--- src/rtl/angle_ram_loader.sv ---
// Sequential writer for the single-port angle-table RAM: loads len words from a valid/ready stream into addresses 0..len-1.
// Optional read-back checksum verify pass is built in when ANGLE_RAM_LOADER_VERIFY_EN is defined.
module angle_ram_loader #(
  parameter int c_ADDR_WIDTH = 10,
  parameter int c_DATA_WIDTH = 32,
  parameter int c_RD_LATENCY = 1
) (
  input  logic                    clk_i,
  input  logic                    rst_i,
  input  logic                    start_i,
  input  logic [c_ADDR_WIDTH:0]   len_i,
  input  logic                    s_valid_i,
  output logic                    s_ready_o,
  input  logic [c_DATA_WIDTH-1:0] s_data_i,
  output logic [c_ADDR_WIDTH-1:0] ram_addr_o,
  output logic [c_DATA_WIDTH-1:0] ram_wr_data_o,
  output logic                    ram_wr_en_o,
  output logic                    ram_clk_en_o,
  input  logic [c_DATA_WIDTH-1:0] ram_rd_data_i,
  output logic                    busy_o,
  output logic                    done_o,
  output logic [c_ADDR_WIDTH:0]   wr_count_o,
  output logic                    chk_err_o,
  output logic [1:0]              dbg_state_o
);

  localparam int AW = c_ADDR_WIDTH;
  localparam int DW = c_DATA_WIDTH;
  localparam logic [AW:0] ONE     = (AW+1)'(1);
  localparam logic [AW:0] LEN_MAX = {1'b1, {AW{1'b0}}};

  typedef enum logic [1:0] {
    S_IDLE   = 2'd0,
    S_LOAD   = 2'd1,
    S_VERIFY = 2'd2,
    S_DONE   = 2'd3
  } state_t;

  state_t      state_q;
  logic        s_ready_q;
  logic        done_q;
  logic [AW:0] len_q;
  logic [AW:0] wr_count_q;

  logic        wr_hs;
  logic        last_wr;
  logic        start_ok;
  logic [AW:0] wr_count_inc;
  logic [AW:0] len_sat;

  // Stream handshake: a word transfers on every rising edge where s_valid_i && s_ready_o.
  // s_ready_o is registered and is high for every cycle of LOAD; the source holds s_data_i until it transfers.
  assign wr_hs        = s_valid_i & s_ready_q;
  assign wr_count_inc = wr_count_q + ONE;
  assign last_wr      = wr_hs && (wr_count_inc == len_q);
  assign start_ok     = start_i && ((state_q == S_IDLE) || (state_q == S_DONE));
  assign len_sat      = len_i[AW] ? LEN_MAX : len_i;

`ifdef ANGLE_RAM_LOADER_VERIFY_EN
  logic [DW-1:0]           csum_wr_q;
  logic [DW-1:0]           csum_rd_q;
  logic [DW-1:0]           csum_rd_nxt;
  logic [AW:0]             rd_cnt_q;
  logic [AW:0]             smp_cnt_q;
  logic [c_RD_LATENCY-1:0] rd_pipe_q;
  logic                    chk_err_q;
  logic                    rd_issue;
  logic                    rd_sample;

  assign rd_issue     = (state_q == S_VERIFY) && (rd_cnt_q != len_q);
  // rd_pipe_q tracks which cycles carry read data back from the RAM.
  assign rd_sample    = rd_pipe_q[c_RD_LATENCY-1];
  assign csum_rd_nxt  = csum_rd_q + ram_rd_data_i;
  assign ram_addr_o   = (state_q == S_VERIFY) ? rd_cnt_q[AW-1:0] : wr_count_q[AW-1:0];
  assign ram_clk_en_o = wr_hs | rd_issue;
  assign chk_err_o    = chk_err_q;
`else
  logic unused_rd;

  assign unused_rd    = (^ram_rd_data_i) ^ (c_RD_LATENCY == 0);
  assign ram_addr_o   = wr_count_q[AW-1:0];
  assign ram_clk_en_o = wr_hs;
  assign chk_err_o    = 1'b0;
`endif

  assign ram_wr_en_o   = wr_hs;
  assign ram_wr_data_o = s_data_i;
  assign s_ready_o     = s_ready_q;
  assign done_o        = done_q;
  assign wr_count_o    = wr_count_q;
  assign busy_o        = (state_q == S_LOAD) || (state_q == S_VERIFY);
  assign dbg_state_o   = state_q;

  always_ff @(posedge clk_i or posedge rst_i) begin
    if (rst_i) begin
      state_q    <= S_IDLE;
      s_ready_q  <= 1'b0;
      done_q     <= 1'b0;
      len_q      <= '0;
      wr_count_q <= '0;
`ifdef ANGLE_RAM_LOADER_VERIFY_EN
      csum_wr_q  <= '0;
      csum_rd_q  <= '0;
      rd_cnt_q   <= '0;
      smp_cnt_q  <= '0;
      rd_pipe_q  <= '0;
      chk_err_q  <= 1'b0;
`endif
    end else begin
`ifdef ANGLE_RAM_LOADER_VERIFY_EN
      rd_pipe_q[0] <= rd_issue;
      for (int i = 1; i < c_RD_LATENCY; i++) begin
        rd_pipe_q[i] <= rd_pipe_q[i-1];
      end
`endif
      case (state_q)
        S_IDLE, S_DONE: begin
          if (state_q == S_DONE) done_q <= 1'b1;
          if (start_ok) begin
            len_q      <= len_sat;
            wr_count_q <= '0;
            done_q     <= 1'b0;
`ifdef ANGLE_RAM_LOADER_VERIFY_EN
            csum_wr_q  <= '0;
            csum_rd_q  <= '0;
            rd_cnt_q   <= '0;
            smp_cnt_q  <= '0;
            rd_pipe_q  <= '0;
            chk_err_q  <= 1'b0;
`endif
            // A zero-length load completes without touching the RAM.
            if (len_sat == '0) begin
              state_q <= S_DONE;
            end else begin
              state_q   <= S_LOAD;
              s_ready_q <= 1'b1;
            end
          end
        end
        S_LOAD: begin
          if (wr_hs) begin
            wr_count_q <= wr_count_inc;
`ifdef ANGLE_RAM_LOADER_VERIFY_EN
            csum_wr_q  <= csum_wr_q + s_data_i;
`endif
            if (last_wr) begin
              s_ready_q <= 1'b0;
`ifdef ANGLE_RAM_LOADER_VERIFY_EN
              state_q   <= S_VERIFY;
`else
              state_q   <= S_DONE;
`endif
            end
          end
        end
`ifdef ANGLE_RAM_LOADER_VERIFY_EN
        S_VERIFY: begin
          if (rd_issue) rd_cnt_q <= rd_cnt_q + ONE;
          if (rd_sample) begin
            csum_rd_q <= csum_rd_nxt;
            smp_cnt_q <= smp_cnt_q + ONE;
            if ((smp_cnt_q + ONE) == len_q) begin
              chk_err_q <= (csum_rd_nxt != csum_wr_q);
              state_q   <= S_DONE;
            end
          end
        end
`endif
        default: begin
          state_q   <= S_IDLE;
          s_ready_q <= 1'b0;
        end
      endcase
    end
  end

endmodule

--- config.mk ---
export PLATFORM = sky130hd
export DESIGN_NAME = angle_ram_loader
export DESIGN_NICKNAME = d
export VERILOG_FILES = /design/src/rtl/angle_ram_loader.sv
export SDC_FILE = /design/constraint.sdc
export NUM_CORES = 1
export LEC_CHECK = 0
export CELL_PAD_IN_SITES_DETAIL_PLACEMENT = 1
export CELL_PAD_IN_SITES_GLOBAL_PLACEMENT = 2
export CORE_ASPECT_RATIO = 1.5
export CORE_MARGIN = 2
export CORE_UTILIZATION = 16
export DETAILED_ROUTE_END_ITERATION = 6
export GPL_TIMING_DRIVEN = 0
export PLACE_DENSITY = 0.81
export REMOVE_ABC_BUFFERS = 1
export SLEW_MARGIN = 20
export SYNTH_ARGS = -nofsm -noshare
export SYNTH_HDL_FRONTEND = slang
export SYNTH_SLANG_ARGS = --single-unit
--- constraint.sdc ---
create_clock -name clk_i -period 2.48 [get_ports clk_i]
set_clock_uncertainty 0.1 [all_clocks]
set_input_delay 0.62 -clock clk_i [delete_from_list [all_inputs] [get_ports clk_i]]
set_output_delay 0.62 -clock clk_i [all_outputs]
set_load 0.02 [all_outputs]
==> impl_metrics.env, run 1 <==
export IMPL_status="finished, final reports clean"
export IMPL_first_global_vias=1695
export IMPL_cts_sinks=26
export IMPL_ctsRootBufferMaster="sky130_fd_sc_hd__clkbuf_16"
export IMPL_place_detailed_hpwl_mm=5.12
export IMPL_min_period_over_period_pct=97.4
export IMPL_worst_skew_pair_late_latency_ns=0.26
export IMPL_n_antenna_cell=0
export IMPL_cellLeakagePower_nw=0.928
export IMPL_die_extent_in_y_um=139
export IMPL_rsz0062_at_grt="yes"
export IMPL_synthDistinctLibCells=41
export IMPL_power_density_mw_per_mm2=397
export IMPL_timing_critical_path_fanout_max=3
export IMPL_start_kind="primary input"
export IMPL_share_clk_of_total_power_pct=39.6
export IMPL_nets=310
export IMPL_syn_mean_instance_area_um2=8.31
export IMPL_timing_setup_critical_path_class="primary input to primary output"
export IMPL_grt_pass1_wl_mm=9.58
export IMPL_setup_viol_count_final=0
export IMPL_ant_nets=0
export IMPL_timing_critical_path_required_ns=1.76
export IMPL_grt_total_usage_pct=9.69
export IMPL_min_clock_period_post_route_ns=2.41
export IMPL_layout_commonest_cell="sky130_fd_sc_hd__clkdlybuf4s50_1"
export IMPL_detailedPlace_worstSlack_ns=-0.537
export IMPL_detail_route_wirelength_mm=6.23
export IMPL_netlist_instances=233
export IMPL_initial_core_util_pct=16.3
export IMPL_mappedNetlistArea_mm2=0.00194
export IMPL_fin_tns_setup_ns=0
export IMPL_die_w_um=93.8
export IMPL_swShare_pct=23.2
export IMPL_asyncSetResetFlopFracSynth_pct=100
export IMPL_area_delta_synth_final_pct=18.2
export IMPL_clock_tree_from_tritoncts="yes"
export IMPL_layout_setup_ws_ns=0.0652
export IMPL_ctsLongestPathBuffers=2
export IMPL_max_freq_mhz=414
export IMPL_total_vias_in_the_final_route=1573
export IMPL_post_cts_setup_buffers=0
export IMPL_hold_path_class="flip-flop to flip-flop"
export IMPL_power_ir_vdd_worst_v=0.000196
export IMPL_hold_viol_final=0
export IMPL_grt_antenna_before_repair=0
export IMPL_most_common_layout_cells="sky130_fd_sc_hd__clkdlybuf4s50_1, sky130_fd_sc_hd__o21ai_0, sky130_fd_sc_hd__nand2_1"
export IMPL_std_cell_rows=49
export IMPL_reported_max_cap_violation_count=0
export IMPL_pwr_share_comb_pct=12.0
export IMPL_drt_iter0_markers=71
export IMPL_vias_per_cell=4.16
export IMPL_finalWeightedCongestion=0.767
export IMPL_fp_coreArea_mm2=0.0119
export IMPL_worst_slew_margin_rel_pct=36.4
export IMPL_maximum_number_of_pins_on_one_net_before_global_route_repair=27
export IMPL_worstMarginPinSlew_ns=0.948
export IMPL_layout_drive_gt1_share_pct=8.89
export IMPL_cts_htree_levels=1
export IMPL_synth_enable_flop_cells=0
export IMPL_floorplan_io_pins=140
export IMPL_gr_total_overflow=0
export IMPL_net_switching_power_uw=210
export IMPL_numCtsBuffers=3
export IMPL_wire_per_inst_um=16.5
export IMPL_clkTransAtPathRegs_ns=0.07
export IMPL_numPortBuffers=42
export IMPL_pwr_share_seq_pct=48.4
export IMPL_arrival_ns=1.69
export IMPL_ys_seq_elements=26
export IMPL_synth_seq_area_share_pct=33.6
export IMPL_final_max_slew_violation_count=0
export IMPL_drc=0
export IMPL_detail_route_first_pass_iterations=4
export IMPL_dominantRegCellSynth="sky130_fd_sc_hd__dfrtp_1"
export IMPL_die_area_mm2=0.0130
export IMPL_critPathCaptureType="primary output"
export IMPL_power_internal_uw=698
export IMPL_yosysWarnings=0
[per-layer routing]
layer / track usage (%) / wire (µm)
met2: 15.2 / 2870
met1: 9.80 / 2240
met4: 4.12 / 161
met5: 1.98 / 0
met3: 6.63 / 952
[critical path: stages]
cell and delay, ns:
sky130_fd_sc_hd__clkdlybuf4s50_1 0.46, sky130_fd_sc_hd__nand2_1 0.17, sky130_fd_sc_hd__inv_1 0.11, sky130_fd_sc_hd__dlygate4sd2_1 0.34
[layout make-up]
cell class	count	area (µm²)
clock buffer	3	75.1
tap	153	191
inverter	9	33.8
timing repair buffer	42	417
sequential	26	656
multi-input combinational	145	916
fill	1424	9610
[cell families after synthesis]
| logic type | Yosys count | share of synthesized area, % |
|---|---|---|
| AO/OA/AOI/OAI | 47 | 15.2 |
| XOR/XNOR | 13 | 5.88 |
| adder cells (fa/ha/maj) | 4 | 2.58 |
| buffers and inverters | 62 | 20.8 |
| flip-flops | 26 | 33.6 |
| multiplexers | 2 | 1.10 |
| other | 1 | 0.194 |
| AND/OR/NAND/NOR | 78 | 20.7 |
[final timing paths]
check	from	endpoint	slack [ns]	depth (start not counted)
max	s_valid_i	ram_wr_en_o	0.07	4
min	len_q[4]$_DFFE_PP0P_	len_q[4]$_DFFE_PP0P_	0.40	2
max reg2reg	wr_count_o[0]$_DFFE_PP0P_	dbg_state_o[1]$_DFFE_PP0P_	0.07	7
min reg2reg	len_q[4]$_DFFE_PP0P_	len_q[4]$_DFFE_PP0P_	0.40	2
max in group asynchronous	rst_i	wr_count_o[4]$_DFFE_PP0P_	1.14	2
min in group asynchronous	rst_i	len_q[0]$_DFFE_PP0P_	0.66	2
[flip-flops by register name (all words and copies together), names as in the netlist]
register and flops:
len_q 11, wr_count_o 11, dbg_state_o 2, done_o 1
s_ready_o 1
[synth_stat cells, drive strengths merged, types with 2 or more instances]
cell	count	share of area, %
a211o	2	0.90
xnor2	8	3.6
dfrtp	26	34
nor4	5	1.6
buf	49	18
nand4	2	0.65
nand2	25	4.8
or3	2	0.71
and3	6	2.0
ha	4	2.6
xor2	5	2.3
nand2b	11	3.6
a21oi	4	1.0
clkbuf	4	0.77
nor2b	2	0.65
o21ai	25	6.5
nor2	9	1.7
nand3	8	2.3
nor3	4	1.0
a22o	4	1.8
inv	9	1.7
o31ai	5	1.9
[per-stage QoR]
stage / total power, mW / hold slack [ns] / instances / area [µm²] / utilization [%]
2_1_floorplan: 0.495 / 0.359 / 180 / 1570 / -
3_3_place_gp: 0.552 / 0.384 / 375 / 2180 / 18.3
3_5_place_dp: 0.554 / 0.392 / 375 / 2180 / 18.3
4_1_cts: 0.918 / 0.406 / 378 / 2270 / 19.1
5_1_grt: 0.950 / 0.444 / 378 / 2290 / 19.2
6_report: 0.908 / 0.398 / 378 / 2290 / 19.2
[power groups by stage]
stage	combinational (mW)	clock, mW	sequential (mW)
after floorplan	0.0401	0	0.455
after global placement	0.105	0	0.447
after detailed placement	0.107	0	0.447
after CTS	0.110	0.369	0.439
after global routing	0.121	0.387	0.441
final	0.109	0.360	0.440
[repair_timing]
item	4_1_cts	5_1_grt
gates resized for setup	10	6
pin swaps	0	1
hold buffers	0	0
hold endpoints to repair	0	0
setup endpoints to repair	14	8
Power figures use the tool's default switching activity.
==> run 2: changes to the inputs <==
--- a/config.mk
+++ b/config.mk
@@ -6,10 +6,11 @@
 export NUM_CORES = 1
 export LEC_CHECK = 0
 export CELL_PAD_IN_SITES_DETAIL_PLACEMENT = 1
-export CELL_PAD_IN_SITES_GLOBAL_PLACEMENT = 2
+export CELL_PAD_IN_SITES_GLOBAL_PLACEMENT = 1
 export CORE_ASPECT_RATIO = 1.5
 export CORE_MARGIN = 2
-export CORE_UTILIZATION = 16
+export CORE_UTILIZATION = 21
+export CTS_BUF_LIST = sky130_fd_sc_hd__clkbuf_16
 export DETAILED_ROUTE_END_ITERATION = 6
 export GPL_TIMING_DRIVEN = 0
 export PLACE_DENSITY = 0.81
==> run 2 against run 1 <==
Effect of this change: utilization is 6.1 points higher; setup slack improved by 0.010 ns; register-to-register slack improved by 0.02 ns; critical path depth unchanged; via count is 3.2% higher; sequential cell count unchanged; combinational power increased by 6%; global-route usage is 2.6 points higher; highest routed layer is now met5; routed wire length decreased by 2.5%; first-iteration DRC count shrank 32%; final cell count fell by 11%; largest power group unchanged.
==> impl_metrics.env, run 2 (synthesis results as in run 1) <==
export IMPL_clock_tree_from_tritoncts="yes"
export IMPL_n_antenna_cell=0
export IMPL_area_delta_synth_final_pct=16.3
export IMPL_initial_core_util_pct=21.8
export IMPL_pwr_share_seq_pct=48.0
export IMPL_status="finished, final reports clean"
export IMPL_fp_coreArea_mm2=0.00888
export IMPL_vias_per_cell=4.82
export IMPL_drt_iter0_markers=48
export IMPL_floorplan_io_pins=140
export IMPL_grt_total_usage_pct=12.3
export IMPL_min_period_over_period_pct=97.0
export IMPL_fin_tns_setup_ns=0
export IMPL_detail_route_wirelength_mm=6.08
export IMPL_numPortBuffers=42
export IMPL_drc=0
export IMPL_placement_cell_area_mm2=0.00213
export IMPL_setup_viol_count_final=0
export IMPL_share_clk_of_total_power_pct=39.4
export IMPL_numCtsBuffers=3
export IMPL_clkTransAtPathRegs_ns=0.06
export IMPL_wire_per_inst_um=18.0
export IMPL_ctsLongestPathBuffers=2
export IMPL_min_clock_period_post_route_ns=2.40
export IMPL_hold_viol_final=0
export IMPL_max_freq_mhz=416
export IMPL_worstMarginPinSlew_ns=0.987
export IMPL_die_extent_in_y_um=122
export IMPL_critPathCaptureType="primary output"
export IMPL_start_kind="primary input"
export IMPL_detailedPlace_worstSlack_ns=-0.529
export IMPL_place_detailed_hpwl_mm=4.91
export IMPL_timing_setup_critical_path_class="primary input to primary output"
export IMPL_filler_cells_inserted=1025
export IMPL_power_density_mw_per_mm2=406
export IMPL_first_global_vias=1632
export IMPL_die_w_um=82.4
export IMPL_total_vias_in_the_final_route=1624
export IMPL_most_common_layout_cells="sky130_fd_sc_hd__clkdlybuf4s50_1, sky130_fd_sc_hd__o21ai_0, sky130_fd_sc_hd__nand2_1"
export IMPL_pwr_share_comb_pct=12.7
export IMPL_timing_critical_path_fanout_max=3
export IMPL_finalWeightedCongestion=0.781
export IMPL_ctsRootBufferMaster="sky130_fd_sc_hd__clkbuf_16"
export IMPL_net_switching_power_uw=213
export IMPL_grt_antenna_before_repair=0
export IMPL_hold_buffers=0
export IMPL_layout_setup_ws_ns=0.0751
export IMPL_nets=312
export IMPL_die_area_mm2=0.0100
export IMPL_gr_total_overflow=0
export IMPL_cellLeakagePower_nw=0.936
export IMPL_cts_htree_levels=1
export IMPL_arrival_ns=1.68
export IMPL_ant_nets=0
export IMPL_worst_slew_margin_rel_pct=34.1
export IMPL_maximum_number_of_pins_on_one_net_before_global_route_repair=27
export IMPL_layout_cell_area_non_filler_mm2=0.00225
export IMPL_layout_commonest_cell="sky130_fd_sc_hd__clkdlybuf4s50_1"
export IMPL_final_max_slew_violation_count=0
export IMPL_detail_route_first_pass_iterations=4
export IMPL_power_ir_vdd_worst_v=0.000223
export IMPL_reported_max_cap_violation_count=0
export IMPL_cts_sinks=26
export IMPL_swShare_pct=23.2
export IMPL_layout_drive_gt1_share_pct=10.6
export IMPL_hold_path_class="flip-flop to flip-flop"
export IMPL_power_internal_uw=702
export IMPL_grt_pass1_wl_mm=9.20
export IMPL_timing_critical_path_required_ns=1.76
export IMPL_worst_skew_pair_late_latency_ns=0.26
export IMPL_std_cell_rows=42
## run 2: worst paths after layout
| check | startpoint | endpoint | slack (ns) | depth (start not counted) |
|---|---|---|---|---|
| max in group asynchronous | rst_i | wr_count_o[5]$_DFFE_PP0P_ | 0.83 | 2 |
| min in group asynchronous | rst_i | wr_count_o[1]$_DFFE_PP0P_ | 0.79 | 2 |
| hold reg to reg | len_q[9]$_DFFE_PP0P_ | len_q[9]$_DFFE_PP0P_ | 0.40 | 2 |
| setup reg to reg | wr_count_o[2]$_DFFE_PP0P_ | dbg_state_o[1]$_DFFE_PP0P_ | 0.09 | 6 |
| hold / removal | len_q[9]$_DFFE_PP0P_ | len_q[9]$_DFFE_PP0P_ | 0.40 | 2 |
| setup / recovery | s_valid_i | ram_clk_en_o | 0.08 | 4 |
## run 2: per-stage QoR
stage               utilization (%)  total power [mW]  instances  hold WS (ns)
finish                         25.4             0.915        337         0.400
global route                   25.4             0.952        337         0.436
CTS                            24.9             0.918        335         0.407
detailed placement             23.9             0.553        332         0.393
global placement               23.9             0.550        332         0.386
floorplan                         -             0.495        180         0.359
## run 2: repair_timing
action | in CTS | in global routing
buffers inserted | 0 | 2
resized for setup | 9 | 10
setup endpoints to repair | 13 | 9
## run 2: area by class of cell
class	count	area (µm²)	share of cell area [%]
Inverter	9	33.8	1.50
Clock buffer	3	75.1	3.33
Multi-Input combinational cell	145	918	40.8
Tap cell	110	138	6.11
Timing Repair Buffer	44	432	19.2
Sequential cell	26	657	29.2
## run 2: critical path, stage by stage
cell,delay (ns)
sky130_fd_sc_hd__clkdlybuf4s50_1,0.46
sky130_fd_sc_hd__nand2_1,0.17
sky130_fd_sc_hd__inv_1,0.11
sky130_fd_sc_hd__dlygate4sd2_1,0.33
## run 2: power by group through the flow
stage	logic, mW	clock network (mW)	registers (mW)
finish	0.116	0.360	0.439
global placement	0.104	0	0.446
CTS	0.109	0.369	0.440
detailed placement	0.107	0	0.447
global route	0.127	0.386	0.439
floorplan	0.0401	0	0.455
## run 2: layer usage
| layer | track usage (%) | part of all wire (%) | vias up |
|---|---|---|---|
| met4 | 5.00 | 2.3 | 2 |
| met3 | 6.22 | 14 | 8 |
| met2 | 19.4 | 47 | 93 |
| met1 | 13.6 | 36 | 780 |
| met5 | 3.33 | 0.35 | - |
| li1 | - | - | 741 |
